[src/rtl/sprite_scanline_eval.sv]
// sprite_scanline_eval
//   Per-scanline sprite evaluation. A start pulse latches the target line and
//   walks all SPRITE_NUM sprite words through the registered sprite RAM read
//   port. The first SLOT_NUM sprites in index order that cover the line are
//   copied into slot registers along with their row offset. A later hit only
//   sets a sticky overflow flag. The fetch stage reads the slots through a
//   combinational port.
//
//   Ports
//     clk, rstn      clock, async active-low reset
//     eval_start     1-cycle start pulse; restarts a run already in progress
//     eval_line      target scanline, sampled with eval_start
//     ram_addr       sprite RAM read address (1-cycle registered latency)
//     ram_data       sprite word {posX, posY, tile, attr}
//     busy / done    run in progress / 1-cycle completion pulse
//     sprite_cnt     slots filled (0..SLOT_NUM)
//     overflow       more than SLOT_NUM sprites covered the line
//     rd_idx         slot select
//     rd_data/rd_row slot word and row inside the sprite (0 for unused slots)
//     rd_valid       rd_idx < sprite_cnt
module sprite_scanline_eval #(
    parameter int SPRITE_NUM = 64,
    parameter int SLOT_NUM   = 8,
    parameter int SPRITE_H   = 8,
    parameter int HIDE_Y     = 240,
    localparam int AW = $clog2(SPRITE_NUM),
    localparam int CW = $clog2(SLOT_NUM + 1),
    localparam int IW = $clog2(SLOT_NUM)
) (
    input  logic          clk,
    input  logic          rstn,
    input  logic          eval_start,
    input  logic [7:0]    eval_line,
    output logic [AW-1:0] ram_addr,
    input  logic [31:0]   ram_data,
    output logic          busy,
    output logic          done,
    output logic [CW-1:0] sprite_cnt,
    output logic          overflow,
    input  logic [IW-1:0] rd_idx,
    output logic [31:0]   rd_data,
    output logic [3:0]    rd_row,
    output logic          rd_valid
);
    typedef enum logic [1:0] {IDLE, SCAN, DRAIN} state_t;

    localparam logic [AW-1:0] LAST = AW'(SPRITE_NUM - 1);

    state_t      state, state_nxt;
    logic [7:0]  line_q;
    logic        data_vld;   // ram_data holds the word addressed last cycle
    logic [31:0] slot_word [SLOT_NUM];
    logic [3:0]  slot_row  [SLOT_NUM];

    logic [8:0]  pos_y, line9, diff;
    logic        hit;

    // 9-bit compare so a sprite parked near the bottom cannot wrap onto
    // the top lines.
    assign pos_y = {1'b0, ram_data[23:16]};
    assign line9 = {1'b0, line_q};
    assign diff  = line9 - pos_y;
    assign hit   = (pos_y < 9'(HIDE_Y)) && (line9 >= pos_y) &&
                   (diff < 9'(SPRITE_H));

    assign busy = (state != IDLE);

    always_ff @(posedge clk or negedge rstn) begin
        if (!rstn) state <= IDLE;
        else       state <= state_nxt;
    end

    always_comb begin
        state_nxt = state;
        unique case (state)
            IDLE:    if (eval_start) state_nxt = SCAN;
            SCAN:    if (eval_start) state_nxt = SCAN;
                     else if (ram_addr == LAST) state_nxt = DRAIN;
            DRAIN:   state_nxt = eval_start ? SCAN : IDLE;
            default: state_nxt = IDLE;
        endcase
    end

    always_ff @(posedge clk or negedge rstn) begin
        if (!rstn) begin
            line_q     <= '0;
            ram_addr   <= '0;
            data_vld   <= 1'b0;
            done       <= 1'b0;
            sprite_cnt <= '0;
            overflow   <= 1'b0;
            for (int i = 0; i < SLOT_NUM; i++) begin
                slot_word[i] <= '0;
                slot_row[i]  <= '0;
            end
        end else begin
            // A start in the drain cycle aborts the run, so it suppresses done.
            done <= (state == DRAIN) && !eval_start;
            if (eval_start) begin
                // Accepted in any state: a run in flight is abandoned.
                line_q     <= eval_line;
                ram_addr   <= '0;
                data_vld   <= 1'b0;
                sprite_cnt <= '0;
                overflow   <= 1'b0;
                for (int i = 0; i < SLOT_NUM; i++) begin
                    slot_word[i] <= '0;
                    slot_row[i]  <= '0;
                end
            end else begin
                data_vld <= (state == SCAN);
                // Wraps back to 0 after the last entry, ready for the next run.
                if (state == SCAN) ram_addr <= ram_addr + AW'(1);
                if (data_vld && hit) begin
                    if (sprite_cnt < CW'(SLOT_NUM)) begin
                        slot_word[sprite_cnt[IW-1:0]] <= ram_data;
                        slot_row[sprite_cnt[IW-1:0]]  <= diff[3:0];
                        sprite_cnt <= sprite_cnt + CW'(1);
                    end else begin
                        overflow <= 1'b1;
                    end
                end
            end
        end
    end

    assign rd_valid = (CW'(rd_idx) < sprite_cnt);

    always_comb begin
        rd_data = '0;
        rd_row  = '0;
        if (rd_valid) begin
            rd_data = slot_word[rd_idx];
            rd_row  = slot_row[rd_idx];
        end
    end
endmodule
[config.mk]
export PLATFORM = sky130hd
export DESIGN_NAME = sprite_scanline_eval
export DESIGN_NICKNAME = d
export VERILOG_FILES = /design/src/rtl/sprite_scanline_eval.sv
export SDC_FILE = /design/constraint.sdc
export NUM_CORES = 1
export LEC_CHECK = 0
export BUFFER_PORTS_ARGS = -buffer_cell sky130_fd_sc_hd__buf_2
export CAP_MARGIN = 10
export CORE_UTILIZATION = 55
export CTS_CLUSTER_SIZE = 12
export DETAILED_ROUTE_END_ITERATION = 16
export PLACE_DENSITY = 0.73
export SLEW_MARGIN = 20
export SYNTH_ARGS = -nofsm -noshare
export SYNTH_HDL_FRONTEND = slang
export SYNTH_SLANG_ARGS = --single-unit
[constraint.sdc]
create_clock -name clk -period 4.4 [get_ports clk]
set_input_delay 0.44 -clock clk [delete_from_list [all_inputs] [get_ports clk]]
set_output_delay 0.44 -clock clk [all_outputs]
set_load 0.02 [all_outputs]
==> out/metrics.csv <==
stage,metric,value,unit
floorplan,dieArea,31020,µm²
timing,grt_setup_unrepaired,no,
synthesis,ys.flop_type,dfrtp_1,
synthesis,synth.net_count,1401,
synthesis,yosysTopAreaCellShare,46.67,%
layout,area_growth,9.716,%
route,viasPerCell,5.726,
cts,cts_tree,done,
floorplan,top_level_ports,96,
timing,timing.final.crit_share,87.06,%
synthesis,yosys.cell_count.top_type,nand2b_1,
critical_path,cp_data_required_time,4.76,ns
timing,fin_skew,0.01879,ns
synthesis,yosysWarnings,0,
cts,postCtsHoldBufs,0,
critical_path,critPathArrivalTime,4.19,ns
power,combPwrFrac,7.7,%
timing,maxSlewHeadroom,42.91,%
cts,cts.sinks,311,
power,leakage,0.009631,µW
synthesis,async_flop_share,100.0,%
route,postRouteWirelength,36780,µm
grt,grt_pass1_wl,59330,µm
run,max-cap-violations,0,
critical_path,r2r_slack,0.57,ns
place,placed_area,17180,µm²
synthesis,synthesis.instances,1342,
floorplan,die_x,176.1,µm
timing,worst_pin_slew,0.8564,ns
critical_path,path_max_fanout,31,
power,internal-power,4717,µW
route,vias,10230,
timing,final-max-slew-violation-count,0,
place,dp_slack,0.5175,ns
place,io_buffers,95,
floorplan,num_rows,63,
floorplan,die_h,176.1,µm
route,postRouteAntennaNets,0,
outcome,status,completed,
power,p_seq_share,46.7,%
cts,clk_pin_slew,0.06,ns
power,p_per_area,337.4,nW/µm²
layout,antenna_cells,0,
timing,layout_min_cycle_time,3.831,ns
grt,grt_antenna_before_repair,0,
synthesis,synth_area_per_cell,12.43,µm²
layout,drive_above_1_share,20.06,%
cts,cts_inserted_buffers,35,
route,dr.pass1.iters,5,
layout,final_cell_area,18300,µm²
critical_path,cp-end-kind,flip-flop,
timing,setup_violations,0,
critical_path,crit_type,reg2reg,
layout,fin_nets,1431,
synthesis,ys_types,53,
synthesis,yosys.area.top_type,dfrtp_1,
floorplan,start_util,56.12,%
cts,clock_path_buffers,3,
cts,htreeDepth,2,
synthesis,synth_area_leaders,"dfrtp_1 (47%), mux2i_1 (19%), nand2b_1 (12%)",
synthesis,synth_area,16680,µm²
route,drc,0,
power,p_clk_share,45.6,%
grt,grtUsageTotal,24.57,%
synthesis,synth_edf_count,0,
worst_hold_path,min_path_type,in2async,
cts,post_cts_buffers,0,
power,ir_drop,0.2957,mV
floorplan,core-area,29720,µm²
timing,layout_setup_ws,0.5692,ns
grt,grt_overflow_total,0,
cts,cts_resized,0,
place,dp_hpwl,21430,µm
cts,cts_root_buf,clkbuf_16,
power,power_switching_share,23.60,%
route,drt_iter0_drc,763,
cts,clkLatencyLatePin,0.52,ns
grt,grt_max_degree,134,
grt,grt_pass1_vias,10770,
synthesis,synth_common_cells,"nand2b_1 (321), mux2i_1 (317), dfrtp_1 (311), mux4_2 (72), clkbuf_1 (54)",
synthesis,ys_ff_latch,311,
timing,hold_viol,0,
timing,timing.fmax,0.2610,GHz
place,globalplace.congestion,0.8241,
synthesis,seq_area_frac_synth,46.67,%
power,switching_power,1457,µW
route,wire_per_inst,20.59,µm
timing,tns,0,ns
power,total_power,6174,µW
critical_path,critPathLaunchType,flip-flop,
logic make-up after synthesis:
| kind of cell | count (synthesis) | synth area share (%) |
|---|---|---|
| AOI/OAI and AO/OA | 38 | 1.778 |
| xor gates and xnor gates | 6 | 0.3151 |
| adders and majority gates | 13 | 1.020 |
| buffers and inverters | 150 | 5.537 |
| DFF | 311 | 46.67 |
| muxes | 397 | 29.29 |
| and+or+nand+nor | 427 | 15.39 |
path summary, 6_finish.rpt:
path | start | end | depth (start not counted)
worst min register to register | state[1] | state[0] | 1
worst min-delay path | rstn | slot_word[169] | 1
worst max register to register | line_q[0] | slot_word[176] | 13
min in group clk | eval_line[0] | line_q[0] | 3
worst max-delay path | line_q[0] | slot_word[176] | 13
max in group asynchronous | rstn | slot_word[123] | 2
sequential cells by signal, indices dropped and copies added, names as in the netlist:
| signal | flops |
|---|---|
| data_vld | 1 |
| done | 1 |
| line_q | 8 |
| overflow | 1 |
| ram_addr | 6 |
| slot_row | 32 |
| slot_word | 256 |
| sprite_cnt | 4 |
| state | 2 |
cells in the final DEF, fill, tap and decap left out, types with 4 or more instances in the layout:
cell and n:
nand2_1 8, mux2i_1 317, buf_12 10, dfrtp_1 311, ha_1 12, buf_4 22
inv_1 18, clkbuf_16 35, clkbuf_1 6, mux2_2 8, nand2b_1 321, xor2_1 5
o21ai_0 5, or4_2 5, or2_2 4, nor3_1 4, nor3b_1 5, clkbuf_8 12
and3b_1 5, a21oi_1 13, nor2_1 52, mux4_2 72, buf_2 91
power by group through the flow:
| stage | registers, µW | clock network, µW | logic, µW |
|---|---|---|---|
| CTS | 2880 | 2870 | 481 |
| floorplan | 2930 | 0 | 305 |
| global placement | 2930 | 0 | 476 |
| global route | 2880 | 3000 | 521 |
| detailed placement | 2930 | 0 | 480 |
| finish | 2880 | 2810 | 478 |
through the flow:
stage               cells  hold WS (ns)  utilization, %
finish               1786       0.01403           61.57
global route         1786       0.06931           61.57
CTS                  1786       0.03149           61.57
detailed placement   1725        0.4930           57.80
global placement     1725        0.4920           57.80
floorplan            1342        0.1444               -
metal layers:
metal	global-route usage [%]	wire length, µm	vias to the layer above
li1	-	-	4688
met3	3.165	1156	39
met5	0	0	-
met4	5.580	566	0
met2	38.57	17220	191
met1	36.58	17830	5309
layout make-up:
cell class | instances | area (µm²)
Timing Repair Buffer | 125 | 847.1
Clock inverter | 8 | 56.30
Sequential cell | 311 | 7782
Inverter | 18 | 67.56
Multi-Input combinational cell | 881 | 7991
Clock buffer | 53 | 1064
Fill cell | 2303 | 11420
Tap cell | 390 | 488.0
worst max-delay path, cell delays in order (launching register included):
cell      delay (ns)
dfrtp_1         0.36
inv_1           0.08
ha_1            0.16
inv_1           0.05
fa_1            0.41
a211oi_1        0.34
o21bai_1        0.12
a21o_1          0.22
nor4b_1         0.34
a311oi_2        0.11
buf_4           0.21
or4b_2          0.67
buf_4           0.36
mux2i_1         0.21
Note: power is estimated with default switching activity, not from simulation.
